## src/rtl/sap_control_sequencer_if.sv

```systemverilog
// Sequencer-facing bundle: run/opcode/flag inputs and the control word driven onto the datapath.
// The master modport is the sequencer; the slave modport is the datapath consuming the strobes.
interface sap_control_sequencer_if #(
    parameter int OPCODE_W = 4
);
    logic                enable;
    logic [OPCODE_W-1:0] opcode;
    logic                carry_flag;
    logic                zero_flag;
    logic [2:0]          step;
    logic                halt;
    logic                pc_write;
    logic                pc_inc;
    logic                pc_load;
    logic                mar_load;
    logic                ram_write;
    logic                ram_load;
    logic                ir_load;
    logic                ir_write;
    logic                load_a;
    logic                write_a;
    logic                load_b;
    logic                write_alu;
    logic                enable_sub;
    logic                flags_load;
    logic                out_load;

    modport master (
        input  enable, opcode, carry_flag, zero_flag,
        output step, halt, pc_write, pc_inc, pc_load, mar_load, ram_write, ram_load,
               ir_load, ir_write, load_a, write_a, load_b, write_alu, enable_sub,
               flags_load, out_load
    );

    modport slave (
        output enable, opcode, carry_flag, zero_flag,
        input  step, halt, pc_write, pc_inc, pc_load, mar_load, ram_write, ram_load,
               ir_load, ir_write, load_a, write_a, load_b, write_alu, enable_sub,
               flags_load, out_load
    );
endinterface

```

## src/rtl/sap_control_sequencer.sv

```systemverilog
// Microcoded step sequencer: control word is a zero-latency decode of registered step/opcode/flags.
// enable=0 pauses the step counter with the current word held; HLT freezes everything until clear_n.
module sap_control_sequencer #(
    parameter int OPCODE_W  = 4,
    parameter int STEPS     = 5,
    parameter bit EARLY_END = 1'b1
) (
    input  logic                  clk,
    input  logic                  clear_n,
    sap_control_sequencer_if.master bus
);
    typedef struct packed {
        logic pc_write;
        logic pc_inc;
        logic pc_load;
        logic mar_load;
        logic ram_write;
        logic ram_load;
        logic ir_load;
        logic ir_write;
        logic load_a;
        logic write_a;
        logic load_b;
        logic write_alu;
        logic enable_sub;
        logic flags_load;
        logic out_load;
    } ctrl_t;

    localparam logic [2:0] T0 = 3'd0;
    localparam logic [2:0] T1 = 3'd1;
    localparam logic [2:0] T2 = 3'd2;
    localparam logic [2:0] T3 = 3'd3;
    localparam logic [2:0] T4 = 3'd4;
    localparam logic [2:0] LAST_STEP = 3'(STEPS - 1);

    localparam logic [OPCODE_W-1:0] OP_LDA = OPCODE_W'(4'b0001);
    localparam logic [OPCODE_W-1:0] OP_ADD = OPCODE_W'(4'b0010);
    localparam logic [OPCODE_W-1:0] OP_SUB = OPCODE_W'(4'b0011);
    localparam logic [OPCODE_W-1:0] OP_STA = OPCODE_W'(4'b0100);
    localparam logic [OPCODE_W-1:0] OP_LDI = OPCODE_W'(4'b0101);
    localparam logic [OPCODE_W-1:0] OP_JMP = OPCODE_W'(4'b0110);
    localparam logic [OPCODE_W-1:0] OP_JC  = OPCODE_W'(4'b0111);
    localparam logic [OPCODE_W-1:0] OP_JZ  = OPCODE_W'(4'b1000);
    localparam logic [OPCODE_W-1:0] OP_OUT = OPCODE_W'(4'b1110);
    localparam logic [OPCODE_W-1:0] OP_HLT = OPCODE_W'(4'b1111);

    logic [2:0] r_step;
    logic       r_halt;
    ctrl_t      w_ctrl;
    ctrl_t      w_ctrl_out;
    logic [2:0] w_last;
    logic       w_hlt_now;
    logic       w_wrap;

    always_comb begin
        w_ctrl = '0;
        case (r_step)
            T0: begin
                w_ctrl.pc_write = 1'b1;
                w_ctrl.mar_load = 1'b1;
            end
            T1: begin
                w_ctrl.ram_write = 1'b1;
                w_ctrl.ir_load   = 1'b1;
                w_ctrl.pc_inc    = 1'b1;
            end
            default: begin
                case (bus.opcode)
                    OP_LDA, OP_ADD, OP_SUB, OP_STA: begin
                        if (r_step == T2) begin
                            w_ctrl.ir_write = 1'b1;
                            w_ctrl.mar_load = 1'b1;
                        end else if (r_step == T3) begin
                            w_ctrl.ram_write = (bus.opcode != OP_STA);
                            w_ctrl.load_a    = (bus.opcode == OP_LDA);
                            w_ctrl.load_b    = (bus.opcode == OP_ADD) || (bus.opcode == OP_SUB);
                            w_ctrl.write_a   = (bus.opcode == OP_STA);
                            w_ctrl.ram_load  = (bus.opcode == OP_STA);
                        end else if (r_step == T4 && (bus.opcode == OP_ADD || bus.opcode == OP_SUB)) begin
                            w_ctrl.write_alu  = 1'b1;
                            w_ctrl.load_a     = 1'b1;
                            w_ctrl.flags_load = 1'b1;
                            w_ctrl.enable_sub = (bus.opcode == OP_SUB);
                        end
                    end
                    OP_LDI, OP_JMP, OP_JC, OP_JZ: begin
                        if (r_step == T2) begin
                            w_ctrl.ir_write = 1'b1;
                            w_ctrl.load_a   = (bus.opcode == OP_LDI);
                            w_ctrl.pc_load  = (bus.opcode == OP_JMP)
                                           || (bus.opcode == OP_JC && bus.carry_flag)
                                           || (bus.opcode == OP_JZ && bus.zero_flag);
                        end
                    end
                    OP_OUT: begin
                        if (r_step == T2) begin
                            w_ctrl.write_a  = 1'b1;
                            w_ctrl.out_load = 1'b1;
                        end
                    end
                    default: w_ctrl = '0;
                endcase
            end
        endcase
    end

    // Untaken conditional jumps still finish at T2; unused opcodes behave as NOP.
    always_comb begin
        case (bus.opcode)
            OP_LDA, OP_STA: w_last = T3;
            OP_ADD, OP_SUB: w_last = T4;
            OP_LDI, OP_JMP, OP_JC, OP_JZ, OP_OUT, OP_HLT: w_last = T2;
            default:        w_last = T1;
        endcase
    end

    assign w_hlt_now = (r_step == T2) && (bus.opcode == OP_HLT);
    assign w_wrap    = (r_step == LAST_STEP) || (EARLY_END && (r_step == w_last));

    always_ff @(posedge clk or negedge clear_n) begin
        if (!clear_n) begin
            r_step <= T0;
            r_halt <= 1'b0;
        end else if (bus.enable && !r_halt) begin
            if (w_hlt_now) begin
                r_halt <= 1'b1;
            end else if (w_wrap) begin
                r_step <= T0;
            end else begin
                r_step <= r_step + 3'd1;
            end
        end
    end

    // Gating by clear_n makes reset kill the word asynchronously, not just at the next edge.
    assign w_ctrl_out = (clear_n && !r_halt) ? w_ctrl : '0;

    assign bus.step       = r_step;
    assign bus.halt       = r_halt;
    assign bus.pc_write   = w_ctrl_out.pc_write;
    assign bus.pc_inc     = w_ctrl_out.pc_inc;
    assign bus.pc_load    = w_ctrl_out.pc_load;
    assign bus.mar_load   = w_ctrl_out.mar_load;
    assign bus.ram_write  = w_ctrl_out.ram_write;
    assign bus.ram_load   = w_ctrl_out.ram_load;
    assign bus.ir_load    = w_ctrl_out.ir_load;
    assign bus.ir_write   = w_ctrl_out.ir_write;
    assign bus.load_a     = w_ctrl_out.load_a;
    assign bus.write_a    = w_ctrl_out.write_a;
    assign bus.load_b     = w_ctrl_out.load_b;
    assign bus.write_alu  = w_ctrl_out.write_alu;
    assign bus.enable_sub = w_ctrl_out.enable_sub;
    assign bus.flags_load = w_ctrl_out.flags_load;
    assign bus.out_load   = w_ctrl_out.out_load;
endmodule

```

## src/flat_wrapper.sv

```systemverilog
// flat-port wrapper written by rule: the top's interface ports become plain ports
module sap_control_sequencer_flat 
#(
    parameter int OPCODE_W  = 4,
    parameter int STEPS     = 5,
    parameter bit EARLY_END = 1'b1
)
  (clk, clear_n, bus_enable, bus_opcode, bus_carry_flag, bus_zero_flag, bus_step, bus_halt, bus_pc_write, bus_pc_inc, bus_pc_load, bus_mar_load, bus_ram_write, bus_ram_load, bus_ir_load, bus_ir_write, bus_load_a, bus_write_a, bus_load_b, bus_write_alu, bus_enable_sub, bus_flags_load, bus_out_load);
  sap_control_sequencer_if #(.OPCODE_W(OPCODE_W)) bus_i ();
  input  logic clk;
  input  logic clear_n;
  input wire logic [$bits(bus_i.enable)-1:0] bus_enable;
  input wire logic [$bits(bus_i.opcode)-1:0] bus_opcode;
  input wire logic [$bits(bus_i.carry_flag)-1:0] bus_carry_flag;
  input wire logic [$bits(bus_i.zero_flag)-1:0] bus_zero_flag;
  output wire logic [$bits(bus_i.step)-1:0] bus_step;
  output wire logic [$bits(bus_i.halt)-1:0] bus_halt;
  output wire logic [$bits(bus_i.pc_write)-1:0] bus_pc_write;
  output wire logic [$bits(bus_i.pc_inc)-1:0] bus_pc_inc;
  output wire logic [$bits(bus_i.pc_load)-1:0] bus_pc_load;
  output wire logic [$bits(bus_i.mar_load)-1:0] bus_mar_load;
  output wire logic [$bits(bus_i.ram_write)-1:0] bus_ram_write;
  output wire logic [$bits(bus_i.ram_load)-1:0] bus_ram_load;
  output wire logic [$bits(bus_i.ir_load)-1:0] bus_ir_load;
  output wire logic [$bits(bus_i.ir_write)-1:0] bus_ir_write;
  output wire logic [$bits(bus_i.load_a)-1:0] bus_load_a;
  output wire logic [$bits(bus_i.write_a)-1:0] bus_write_a;
  output wire logic [$bits(bus_i.load_b)-1:0] bus_load_b;
  output wire logic [$bits(bus_i.write_alu)-1:0] bus_write_alu;
  output wire logic [$bits(bus_i.enable_sub)-1:0] bus_enable_sub;
  output wire logic [$bits(bus_i.flags_load)-1:0] bus_flags_load;
  output wire logic [$bits(bus_i.out_load)-1:0] bus_out_load;
  assign bus_i.enable = bus_enable;
  assign bus_i.opcode = bus_opcode;
  assign bus_i.carry_flag = bus_carry_flag;
  assign bus_i.zero_flag = bus_zero_flag;
  assign bus_step = bus_i.step;
  assign bus_halt = bus_i.halt;
  assign bus_pc_write = bus_i.pc_write;
  assign bus_pc_inc = bus_i.pc_inc;
  assign bus_pc_load = bus_i.pc_load;
  assign bus_mar_load = bus_i.mar_load;
  assign bus_ram_write = bus_i.ram_write;
  assign bus_ram_load = bus_i.ram_load;
  assign bus_ir_load = bus_i.ir_load;
  assign bus_ir_write = bus_i.ir_write;
  assign bus_load_a = bus_i.load_a;
  assign bus_write_a = bus_i.write_a;
  assign bus_load_b = bus_i.load_b;
  assign bus_write_alu = bus_i.write_alu;
  assign bus_enable_sub = bus_i.enable_sub;
  assign bus_flags_load = bus_i.flags_load;
  assign bus_out_load = bus_i.out_load;
  sap_control_sequencer #(.OPCODE_W(OPCODE_W), .STEPS(STEPS), .EARLY_END(EARLY_END)) u_core (.clk(clk), .clear_n(clear_n), .bus(bus_i));
endmodule
```

## config.mk

```make
export PLATFORM = sky130hd
export DESIGN_NAME = sap_control_sequencer_flat
export DESIGN_NICKNAME = d
export VERILOG_FILES = /design/src/rtl/sap_control_sequencer_if.sv /design/src/rtl/sap_control_sequencer.sv /design/src/flat_wrapper.sv
export SDC_FILE = /design/constraint.sdc
export NUM_CORES = 1
export LEC_CHECK = 0
export CORE_ASPECT_RATIO = 0.9
export CORE_MARGIN = 5
export CORE_UTILIZATION = 45
export DETAILED_ROUTE_END_ITERATION = 6
export PLACE_DENSITY = 0.83
export SLEW_MARGIN = 30
export SYNTH_ARGS = -nofsm -noshare
export SYNTH_HDL_FRONTEND = slang
export SYNTH_SLANG_ARGS = --single-unit
```

## constraint.sdc

```tcl
create_clock -name clk -period 5.52 [get_ports clk]
set_clock_uncertainty 0.1 [all_clocks]
set_input_delay 1.104 -clock clk [delete_from_list [all_inputs] [get_ports clk]]
set_output_delay 1.104 -clock clk [all_outputs]
set_load 0.02 [all_outputs]
```

Word-level counts from Yosys, hierarchy flattened
Memory sizes are Yosys's and may differ from the RTL's.
Cells that the tools add are included.

storage, ports and cells
  flip-flop bits (word level) = 4
  bits in read-only memories = 48
  bits of input ports = 9
  output and inout bits = 19
  logic and storage cells = 64
  memories kept = 1

memory list
  name             depth  bits a word  rd ports  clocked after memory_dff  write ports  line                          source
  (no name shown)  16     3            1         0                         0            sap_control_sequencer.sv:110  case (bus.opcode)

cells by class
  add/sub/neg operators = 1
  equal/unequal tests = 16
  mux-type cells = 26
  bitwise gates (word level) = 1
  reductions and logical operators = 17

operator list
  operator                                              number
  equality test 4 x 3 -> 1 bit (second input constant)  4
  two-way mux 15 bit                                    1
  equality test 4 bit (second input constant)           3
  two-way mux 3 bit                                     4
  two-way mux 1 bit                                     10
  equality test 4 x 2 -> 1 bit (second input constant)  2
  two-way mux 2 bit                                     4
  two-way mux 8 bit                                     1
  OR reduction 4 bit                                    2
  equality test 3 x 2 -> 1 bit (second input constant)  2
  logical AND 1 bit                                     6
  two-way mux 6 bit                                     1
  one-hot mux 1 bit (2 select lines)                    3
  equality test 4 x 1 -> 1 bit (second input constant)  1
  logical OR 1 bit                                      4
  two-way mux 4 bit                                     1
  != test 4 x 3 -> 1 bit (second input constant)        1
  one-hot mux 2 bit (2 select lines)                    1
  AND reduction 2 bit                                   2
  adder 3 x 1 -> 3 bit (second input constant)          1
  equality test 3 x 1 -> 1 bit (second input constant)  1
  equality test 3 bit                                   1
  equality test 3 bit (second input constant)           1
  logical NOT 3 bit                                     1
  3 further kinds                                       3

Longest topological paths before layout
Gate-level depths: netlist (run 1).

  depth after elaboration = 9
  depth in mapped cells = 7
  mapped depth without buffers = 7

Worst setup path before layout (run 1)
No wires, ideal clock.

  path kind = in2out
  start point = in bus_opcode[1]
  end point = out bus_enable_sub
  arrival = 2.530 ns
  data required time = 4.316 ns
  slack = 1.786 ns
  stages = 5
  path buffers = 1
  cells stage by stage = clkbuf_1 -> nor2b_1 -> nand2_1 -> nor3_1 -> and2_1

between the ends
  longest elaborated chain between the ends = 9

RTL lines
  what                                                    line                                                                                   source
  start, declared                                         flat_wrapper.sv:13                                                                     input wire logic [$bits(bus_i.opcode)-1:0] bus_opcode;
  equality test 4 x 2 -> 1 bit, on equally long branches  sap_control_sequencer.sv:69, sap_control_sequencer.sv:80, sap_control_sequencer.sv:84
  logical OR 1 bit                                        sap_control_sequencer.sv:80                                                            end else if (r_step == T4 && (bus.opcode == OP_ADD || bus.opcode == OP_SUB)) begin
  logical AND 1 bit                                       sap_control_sequencer.sv:80
  two-way mux 3 bit                                       sap_control_sequencer.sv:80
  two-way mux 3 bit                                       sap_control_sequencer.sv:74                                                            end else if (r_step == T3) begin
  two-way mux 6 bit                                       sap_control_sequencer.sv:71                                                            if (r_step == T2) begin
  two-way mux 4 bit *                                     sap_control_sequencer.sv:69                                                            case (bus.opcode)
  two-way mux 8 bit *                                     sap_control_sequencer.sv:58                                                            case (r_step)
  two-way mux 15 bit *                                    sap_control_sequencer.sv:137                                                           assign w_ctrl_out = (clear_n && !r_halt) ? w_ctrl : '0;
  end, declared                                           flat_wrapper.sv:30                                                                     output wire logic [$bits(bus_i.enable_sub)-1:0] bus_enable_sub;

Every way passes the cells marked *; elsewhere a longest branch is shown, timed or not.

Worst setup path after layout (run 1)
  start point = in bus_opcode[2]
  end point = out bus_load_a

between the ends
  longest elaborated chain between the ends = 9

RTL lines
  what                                  line                                                      source
  equality test 4 x 2 -> 1 bit          sap_control_sequencer.sv:69, sap_control_sequencer.sv:80
  logical OR 1 bit                      sap_control_sequencer.sv:80
  logical AND 1 bit                     sap_control_sequencer.sv:80
  two-way mux 1 bit                     sap_control_sequencer.sv:80
  two-way mux 1 bit                     sap_control_sequencer.sv:74
  two-way mux 6 bit                     sap_control_sequencer.sv:71
  one-hot mux 2 bit (2 select lines) *  sap_control_sequencer.sv:69
  two-way mux 8 bit *                   sap_control_sequencer.sv:58
  two-way mux 15 bit *                  sap_control_sequencer.sv:137
  end, declared                         flat_wrapper.sv:26                                        output wire logic [$bits(bus_i.load_a)-1:0] bus_load_a;

Marked as above.

==> flow_results.xml, run 1 <==
<?xml version="1.0" encoding="UTF-8"?>
<metrics>
  <group name="floorplan">
    <metric name="num_rows" unit="">13</metric>
    <metric name="floorplan.die.width" unit="um">51.2</metric>
    <metric name="start_util" unit="%">47.5</metric>
    <metric name="dieArea" unit="um2">2410</metric>
    <metric name="die-height" unit="um">47.1</metric>
    <metric name="ioPinCount" unit="">28</metric>
    <metric name="coreArea" unit="um2">1450</metric>
  </group>
  <group name="critical_path">
    <metric name="cp_data_required_time" unit="ps">4320</metric>
    <metric name="setup.worst_path.class" unit="">input pin to output port</metric>
    <metric name="timing.critical_path.cells" unit="">clkdlybuf4s50_1 -&gt; nor3b_1 -&gt; a21oi_1 -&gt; or3b_2 -&gt; a21oi_1 -&gt; clkdlybuf4s50_1</metric>
    <metric name="cp.arrival" unit="ps">3350</metric>
    <metric name="max_stage_delay" unit="ps">680</metric>
    <metric name="worstSetupEndpointType" unit="">output port</metric>
    <metric name="timing.critical_path.slowest_stage_cell" unit="">sky130_fd_sc_hd__clkdlybuf4s50_1</metric>
    <metric name="critPathMaxFanout" unit="">17</metric>
    <metric name="critical_path.startpoint_type" unit="">input pin</metric>
  </group>
  <group name="clocking">
    <metric name="clk_pin_slew" unit="ps">40</metric>
    <metric name="cts.sink_count" unit="">4</metric>
    <metric name="cts.root.buffer_cell" unit="">sky130_fd_sc_hd__clkbuf_4</metric>
    <metric name="numCtsBuffers" unit="">3</metric>
    <metric name="htree_levels" unit="">1</metric>
    <metric name="clock_path_buffers" unit="">2</metric>
    <metric name="cts_hold_buf" unit="">0</metric>
    <metric name="post-cts-setup-buffers" unit="">0</metric>
    <metric name="post_cts_resize_count" unit="">0</metric>
    <metric name="cts_tree" unit="">built</metric>
    <metric name="source_to_sink_clock_delay_at_the_later_pin_of_the_worst_skew_pair" unit="ps">230</metric>
  </group>
  <group name="power_and_ir_drop">
    <metric name="power_report.internal_total" unit="uW">64.4</metric>
    <metric name="seqPwrFrac" unit="%">34.2</metric>
    <metric name="power_dissipated_by_switching_net_loads" unit="uW">22.0</metric>
    <metric name="leakage_power" unit="uW">0.000357</metric>
    <metric name="ir_worst_vdd" unit="V">0.0000768</metric>
    <metric name="switching_share" unit="%">25.5</metric>
    <metric name="p_comb_share" unit="%">25.2</metric>
    <metric name="power.density_cell_area" unit="nW/um2">90.3</metric>
    <metric name="power_frac_clock" unit="%">40.6</metric>
  </group>
  <group name="global_routing">
    <metric name="grt_overflow" unit="">0</metric>
    <metric name="antenna_found_initial" unit="">0</metric>
    <metric name="first_global_vias" unit="">661</metric>
    <metric name="grt.total_usage" unit="%">15.0</metric>
    <metric name="first_pass_grt_wire_length" unit="mm">2.77</metric>
    <metric name="grt_start_max_net_pins" unit="">18</metric>
  </group>
  <group name="sta">
    <metric name="rsz0062_at_grt" unit="">no</metric>
    <metric name="slew_viol_final" unit="">0</metric>
    <metric name="timing.final.crit_share" unit="%">82.5</metric>
    <metric name="setup_viol" unit="">0</metric>
    <metric name="max_slew_margin" unit="%">64.8</metric>
    <metric name="fin_crit" unit="ps">4550</metric>
    <metric name="max_clock_freq" unit="GHz">0.220</metric>
    <metric name="tns" unit="ps">0</metric>
    <metric name="tightest_slew" unit="ps">526</metric>
    <metric name="count_of_endpoints_failing_hold_in_the_final_timing_report" unit="">0</metric>
  </group>
  <group name="synth">
    <metric name="synth-warning-count" unit="">0</metric>
    <metric name="largest_family_of_logic_cells_by_synthesized_area" unit="">simple AND/OR/NAND/NOR gates</metric>
    <metric name="syn-instance-count" unit="">99</metric>
    <metric name="synthesis.area" unit="um2">687</metric>
    <metric name="synth.area.mux_share" unit="%">1.64</metric>
    <metric name="yosys_register_bits" unit="">4</metric>
    <metric name="synth-seq-area-share" unit="%">14.6</metric>
    <metric name="synth.net_count" unit="">113</metric>
    <metric name="synth-compound-area-share" unit="%">17.3</metric>
    <metric name="synth_cell_types" unit="">38</metric>
    <metric name="synthSimpleGateAreaFrac" unit="%">45.9</metric>
    <metric name="synthXorXnorAreaFrac" unit="%">2.55</metric>
    <metric name="syn-mean-instance-area" unit="um2">6.94</metric>
    <metric name="synthAdderAreaFrac" unit="%">9.11</metric>
  </group>
  <group name="layout">
    <metric name="layout_cell_share_with_drive_strength_beyond_1" unit="%">5.79</metric>
    <metric name="layout.cells.most_common" unit="">sky130_fd_sc_hd__clkdlybuf4s50_1</metric>
    <metric name="syn2layout_area_growth" unit="%">39.2</metric>
    <metric name="utilization" unit="%">66.0</metric>
    <metric name="antennaDiodeCount" unit="">0</metric>
    <metric name="mostFrequentLayoutCells" unit="">sky130_fd_sc_hd__clkdlybuf4s50_1, sky130_fd_sc_hd__nor2_1, sky130_fd_sc_hd__nand2_1</metric>
    <metric name="fillCellCount" unit="">130</metric>
    <metric name="nets_final" unit="">137</metric>
  </group>
  <group name="drt">
    <metric name="post-route-drc-count" unit="">0</metric>
    <metric name="detailroute.wirelength.met2" unit="um">831</metric>
    <metric name="routed_wire_length_per_instance" unit="um">12.7</metric>
    <metric name="via_count" unit="">743</metric>
    <metric name="routed-wl-met3" unit="um">124</metric>
    <metric name="totalWireLength" unit="mm">1.72</metric>
    <metric name="detail_route.first_pass.iterations" unit="">4</metric>
    <metric name="top_metal_used" unit="">met3</metric>
    <metric name="via_per_inst" unit="">5.46</metric>
    <metric name="initialDrtViolationCount" unit="">10</metric>
    <metric name="antenna_left" unit="">0</metric>
    <metric name="wl_met1" unit="um">766</metric>
  </group>
  <group name="placed_design">
    <metric name="hpwlAfterDp" unit="mm">1.37</metric>
    <metric name="port-buffer-count" unit="">27</metric>
    <metric name="gp_congestion" unit="">0.851</metric>
  </group>
  <group name="status">
    <metric name="result_of_the_run" unit="">finished clean</metric>
  </group>
  <group name="hold_path">
    <metric name="hold_path_class" unit="">register to register</metric>
  </group>
  <group name="run">
    <metric name="max-cap-violations" unit="">0</metric>
  </group>
</metrics>
[worst paths after layout]
kind / slack [ps] / cells after the start / endpoint / start
min: 450 / 2 / u_core.bus.halt / u_core.bus.halt
min reg2reg: 450 / 2 / u_core.bus.halt / u_core.bus.halt
max reg2reg: 3500 / 6 / u_core.bus.step[2] / u_core.bus.step[1]
max: 970 / 6 / bus_load_a / bus_opcode[2]
max in group asynchronous: 4150 / 1 / u_core.bus.step[1] / clear_n
min in group asynchronous: 990 / 1 / u_core.bus.step[2] / clear_n
[critical path, delay by kind of cell]
kind / cells / cell delay [ps]
compound gates: 2 / 180
buf+inv: 2 / 1290
simple gates: 2 / 760
[cell families (layout without fill, tap and decap cells)]
logic type | Yosys count | in the layout
fa+ha+maj | 5 | 5
simple gates | 56 | 56
buf+inv | 13 | 35
flops | 4 | 4
mux | 1 | 1
compound gates | 18 | 18
xor+xnor | 2 | 2
[layout make-up]
type,count,area [um2],share of cell area (%)
sequential,4,100,10.5
clock buffer,3,22.5,2.36
tap,15,18.8,1.96
inverter,5,18.8,1.96
multi-input combinational,82,526,55.0
timing repair buffer,27,270,28.3
[Yosys cell counts]
library cell	instances	area share (%)
sky130_fd_sc_hd__nor4b_1	1	1.3
sky130_fd_sc_hd__ha_1	5	9.1
sky130_fd_sc_hd__clkbuf_1	2	1.1
sky130_fd_sc_hd__nor2b_1	6	5.5
sky130_fd_sc_hd__a21oi_1	3	2.2
sky130_fd_sc_hd__nor3b_1	3	3.3
sky130_fd_sc_hd__o21bai_1	1	1.1
sky130_fd_sc_hd__o311ai_1	1	1.3
sky130_fd_sc_hd__dfrtp_1	4	15
sky130_fd_sc_hd__o41ai_1	1	1.3
sky130_fd_sc_hd__a211oi_1	1	1.1
sky130_fd_sc_hd__or3b_1	1	1.3
sky130_fd_sc_hd__nor3_1	7	5.1
sky130_fd_sc_hd__xnor2_1	2	2.6
sky130_fd_sc_hd__nor3_2	1	1.5
sky130_fd_sc_hd__nand3_1	1	0.73
sky130_fd_sc_hd__nand4_1	1	0.91
sky130_fd_sc_hd__and2_1	2	1.8
sky130_fd_sc_hd__o21ai_0	4	2.9
sky130_fd_sc_hd__nor4_2	1	1.8
sky130_fd_sc_hd__a21o_1	1	1.1
sky130_fd_sc_hd__inv_1	5	2.7
sky130_fd_sc_hd__nor2_1	11	6.0
sky130_fd_sc_hd__o311a_1	1	1.5
sky130_fd_sc_hd__a32oi_1	1	1.3
sky130_fd_sc_hd__o21ai_1	2	1.5
sky130_fd_sc_hd__or2b_1	1	1.1
sky130_fd_sc_hd__a221oi_1	1	1.3
sky130_fd_sc_hd__and3b_1	1	1.3
sky130_fd_sc_hd__mux2_2	1	1.6
sky130_fd_sc_hd__buf_4	2	2.2
sky130_fd_sc_hd__nand2_1	9	4.9
sky130_fd_sc_hd__nand2b_1	5	4.6
sky130_fd_sc_hd__or3b_2	1	1.3
sky130_fd_sc_hd__nor4_1	1	0.91
sky130_fd_sc_hd__buf_2	4	2.9
sky130_fd_sc_hd__a31oi_1	1	0.91
sky130_fd_sc_hd__and3_1	3	2.7
[stage by stage]
step | hold WS [ps] | instance area, um2 | power [uW] | worst slack (ps) | cells
4_1_cts | 462 | 956 | 89.0 | 990 | 136
5_1_grt | 521 | 956 | 93.8 | 819 | 136
3_5_place_dp | 449 | 933 | 51.5 | 1000 | 133
2_1_floorplan | 540 | 687 | 43.1 | 1790 | 99
3_3_place_gp | 436 | 933 | 51.3 | 1040 | 133
6_report | 451 | 956 | 86.4 | 967 | 136
[layer usage]
layer,track usage (%),up-vias
met2,26.5,23
li1,-,394
met3,1.27,0
met5,0,-
met1,19.1,326
met4,6.99,0
[state kept, by name, summed over array words and instances (netlist names)]
| name | flops |
|---|---|
| u_core.bus.step | 3 |
| u_core.bus.halt | 1 |
[power by group through the flow]
stage	clock, uW	sequential [uW]	combinational [uW]
after floorplan	0	29.9	13.3
after global placement	0	29.9	21.4
after detailed placement	0	29.9	21.7
after CTS	37.8	29.5	21.7
after global routing	40.0	29.4	24.3
final	35.1	29.5	21.8
Note: power is estimated with default switching activity, not from simulation.
==> inputs of run 2 (changes only) <==
Settings changed: CORE_UTILIZATION 45 to 38, PLACE_DENSITY 0.83 to 0.75.
Clock period 5.52 ns to 4.1 ns, I/O delays scaled along.
==> run 2 against run 1 <==
Via count increased by 5.0%. Cell count rose by 9.6%. Largest cell class unchanged. Largest power group unchanged. Sequential cell count unchanged. Total power up 39%. Combinational power up 53%. Hold slack better by 8.2 ps. Non-clock buffer count is 4 higher. Sequential share of layout area decreased by 0.43 points.
==> flow_results.xml, run 2 (same netlist as run 1, synthesis figures left out) <==
<?xml version="1.0" encoding="UTF-8"?>
<metrics>
  <group name="drt">
    <metric name="detailroute.wirelength.met2" unit="um">866</metric>
    <metric name="initialDrtViolationCount" unit="">15</metric>
    <metric name="post-route-drc-count" unit="">0</metric>
    <metric name="detail_route.first_pass.iterations" unit="">4</metric>
    <metric name="routed_wire_length_per_instance" unit="um">12.9</metric>
    <metric name="wl_met1" unit="um">932</metric>
    <metric name="totalWireLength" unit="mm">1.93</metric>
    <metric name="routed-wl-met3" unit="um">125</metric>
    <metric name="top_metal_used" unit="">met3</metric>
    <metric name="via_count" unit="">780</metric>
    <metric name="via_per_inst" unit="">5.23</metric>
    <metric name="antenna_left" unit="">0</metric>
  </group>
  <group name="layout">
    <metric name="multiInputGateArea" unit="um2">526</metric>
    <metric name="largest_reg_flops" unit="">3</metric>
    <metric name="layout_cell_share_with_drive_strength_beyond_1" unit="%">8.80</metric>
    <metric name="antennaDiodeCount" unit="">0</metric>
    <metric name="utilization" unit="%">58.7</metric>
    <metric name="layoutNonFillerInstCount" unit="">149</metric>
    <metric name="syn2layout_area_growth" unit="%">45.2</metric>
    <metric name="finish.instance_area" unit="um2">997</metric>
    <metric name="mostFrequentLayoutCells" unit="">sky130_fd_sc_hd__clkdlybuf4s50_1, sky130_fd_sc_hd__nor2_1, sky130_fd_sc_hd__nand2_1</metric>
    <metric name="fillCellCount" unit="">166</metric>
    <metric name="layout.cells.most_common" unit="">sky130_fd_sc_hd__clkdlybuf4s50_1</metric>
    <metric name="nets_final" unit="">141</metric>
    <metric name="seqCellArea" unit="um2">100</metric>
  </group>
  <group name="clocking">
    <metric name="post_cts_resize_count" unit="">0</metric>
    <metric name="cts_tree" unit="">built</metric>
    <metric name="numCtsBuffers" unit="">3</metric>
    <metric name="cts_hold_buf" unit="">0</metric>
    <metric name="post-cts-setup-buffers" unit="">0</metric>
    <metric name="htree_levels" unit="">1</metric>
    <metric name="cts.root.buffer_cell" unit="">sky130_fd_sc_hd__clkbuf_4</metric>
    <metric name="clock_path_buffers" unit="">2</metric>
    <metric name="cts.sink_count" unit="">4</metric>
    <metric name="clk_pin_slew" unit="ps">30</metric>
    <metric name="source_to_sink_clock_delay_at_the_later_pin_of_the_worst_skew_pair" unit="ps">230</metric>
  </group>
  <group name="floorplan">
    <metric name="floorplan.die.width" unit="um">54.8</metric>
    <metric name="ioPinCount" unit="">28</metric>
    <metric name="coreArea" unit="um2">1700</metric>
    <metric name="die-height" unit="um">50.3</metric>
    <metric name="num_rows" unit="">14</metric>
    <metric name="start_util" unit="%">40.4</metric>
    <metric name="dieArea" unit="um2">2760</metric>
  </group>
  <group name="critical_path">
    <metric name="cp.arrival" unit="ps">2980</metric>
    <metric name="worstSetupStartpoint" unit="">clear_n</metric>
    <metric name="setup.worst_path.class" unit="">input pin to output port</metric>
    <metric name="timing.reg2reg.worst_path_depth" unit="">6</metric>
    <metric name="critPathBufInv" unit="">2</metric>
    <metric name="cpLargestDelayFamily" unit="">buffers and inverters</metric>
    <metric name="timing.critical_path.slowest_stage_cell" unit="">sky130_fd_sc_hd__clkdlybuf4s50_1</metric>
    <metric name="critical_path.startpoint_type" unit="">input pin</metric>
    <metric name="cp_common_cell" unit="">sky130_fd_sc_hd__clkdlybuf4s50_1</metric>
    <metric name="critPathMaxFanout" unit="">6</metric>
    <metric name="worst_setup_path_endpoint" unit="">bus_write_a</metric>
    <metric name="worst_reg_to_reg_setup_slack" unit="ps">2090</metric>
    <metric name="cp.depth" unit="">6</metric>
    <metric name="timing.rr.start" unit="">u_core.bus.step[1]</metric>
    <metric name="timing.critical_path.cells" unit="">clkdlybuf4s50_1 -&gt; nor2b_1 -&gt; nand4_1 -&gt; mux2_2 -&gt; nor3b_1 -&gt; clkdlybuf4s50_1</metric>
    <metric name="cp_data_required_time" unit="ps">3180</metric>
    <metric name="max_stage_delay" unit="ps">630</metric>
    <metric name="worstSetupEndpointType" unit="">output port</metric>
    <metric name="r2r_end" unit="">u_core.bus.step[2]</metric>
  </group>
  <group name="placed_design">
    <metric name="port-buffer-count" unit="">27</metric>
    <metric name="dpl.cell_count" unit="">146</metric>
    <metric name="pre_cts_ws" unit="ps">203</metric>
    <metric name="placed_area" unit="um2">975</metric>
    <metric name="gp_congestion" unit="">0.830</metric>
    <metric name="hpwlAfterDp" unit="mm">1.56</metric>
  </group>
  <group name="sta">
    <metric name="fin_crit" unit="ps">3900</metric>
    <metric name="count_of_endpoints_failing_hold_in_the_final_timing_report" unit="">0</metric>
    <metric name="slew_viol_final" unit="">0</metric>
    <metric name="rsz0062_at_grt" unit="">no</metric>
    <metric name="timing.final.crit_share" unit="%">95.2</metric>
    <metric name="setup_viol" unit="">0</metric>
    <metric name="tns" unit="ps">0</metric>
    <metric name="tightest_slew" unit="ps">503</metric>
    <metric name="worst_slack" unit="ps">195</metric>
    <metric name="max_slew_margin" unit="%">66.2</metric>
    <metric name="max_clock_freq" unit="GHz">0.256</metric>
  </group>
  <group name="power_and_ir_drop">
    <metric name="ir_worst_vdd" unit="V">0.000137</metric>
    <metric name="leakage_power" unit="uW">0.000376</metric>
    <metric name="power.density_cell_area" unit="nW/um2">121</metric>
  </group>
  <group name="hold_path">
    <metric name="hold_path_start" unit="">u_core.bus.halt</metric>
    <metric name="hold_path_class" unit="">register to register</metric>
  </group>
  <group name="global_routing">
    <metric name="antenna_found_initial" unit="">0</metric>
    <metric name="first_global_vias" unit="">711</metric>
    <metric name="first_pass_grt_wire_length" unit="mm">3.02</metric>
    <metric name="grt_overflow" unit="">0</metric>
    <metric name="grt_start_max_net_pins" unit="">16</metric>
    <metric name="grt.total_usage" unit="%">14.2</metric>
  </group>
  <group name="status">
    <metric name="result_of_the_run" unit="">finished clean</metric>
  </group>
  <group name="run">
    <metric name="max-cap-violations" unit="">0</metric>
  </group>
</metrics>
run 2: changes by cell type in the layout (fill, tap and decap cells not counted):
cell	before	now
sky130_fd_sc_hd__buf_4	0	4
run 2: per-layer routing:
metal	up-vias	GRT usage (%)
met1	359	19.4
li1	402	-
met4	0	4.98
met3	0	2.37
met5	-	0
met2	19	22.0
run 2: cell type report:
class                      count  share of cell area (%)
sequential                     4                    10.0
clock buffer                   3                    2.26
inverter                       5                    1.88
tap                           24                    3.01
timing repair buffer          31                    30.1
multi-input combinational     82                    52.7
run 2: worst min path at each step:
stage / endpoint / slack, ps / cells after the start
2_1_floorplan: u_core.bus.halt / 420 / 0
6_report: u_core.bus.halt / 460 / 2
4_1_cts: u_core.bus.halt / 460 / 2
3_3_place_gp: u_core.bus.halt / 450 / 2
5_1_grt: u_core.bus.halt / 500 / 2
3_5_place_dp: u_core.bus.halt / 450 / 2
run 2: per-stage QoR:
| stage | power, uW | hold WS (ps) |
|---|---|---|
| after floorplan | 58.1 | 424 |
| after global placement | 72.7 | 451 |
| after detailed placement | 73.4 | 450 |
| after CTS | 123 | 461 |
| after global routing | 130 | 499 |
| final | 120 | 459 |
run 2: worst min-delay path, stage by stage (launching register included):
cell	delay [ps]
sky130_fd_sc_hd__dfrtp_1	390
sky130_fd_sc_hd__inv_1	70
sky130_fd_sc_hd__o41ai_1	60
run 2: power breakdown:
group	switching, uW	total [uW]	leakage, uW	internal (uW)
logic	16.5	33.3	0.000311	16.8
registers	0	39.7	0.0000507	39.7
clock network	14.7	47.3	0.0000138	32.7
total	31.2	120	0.000376	89.2
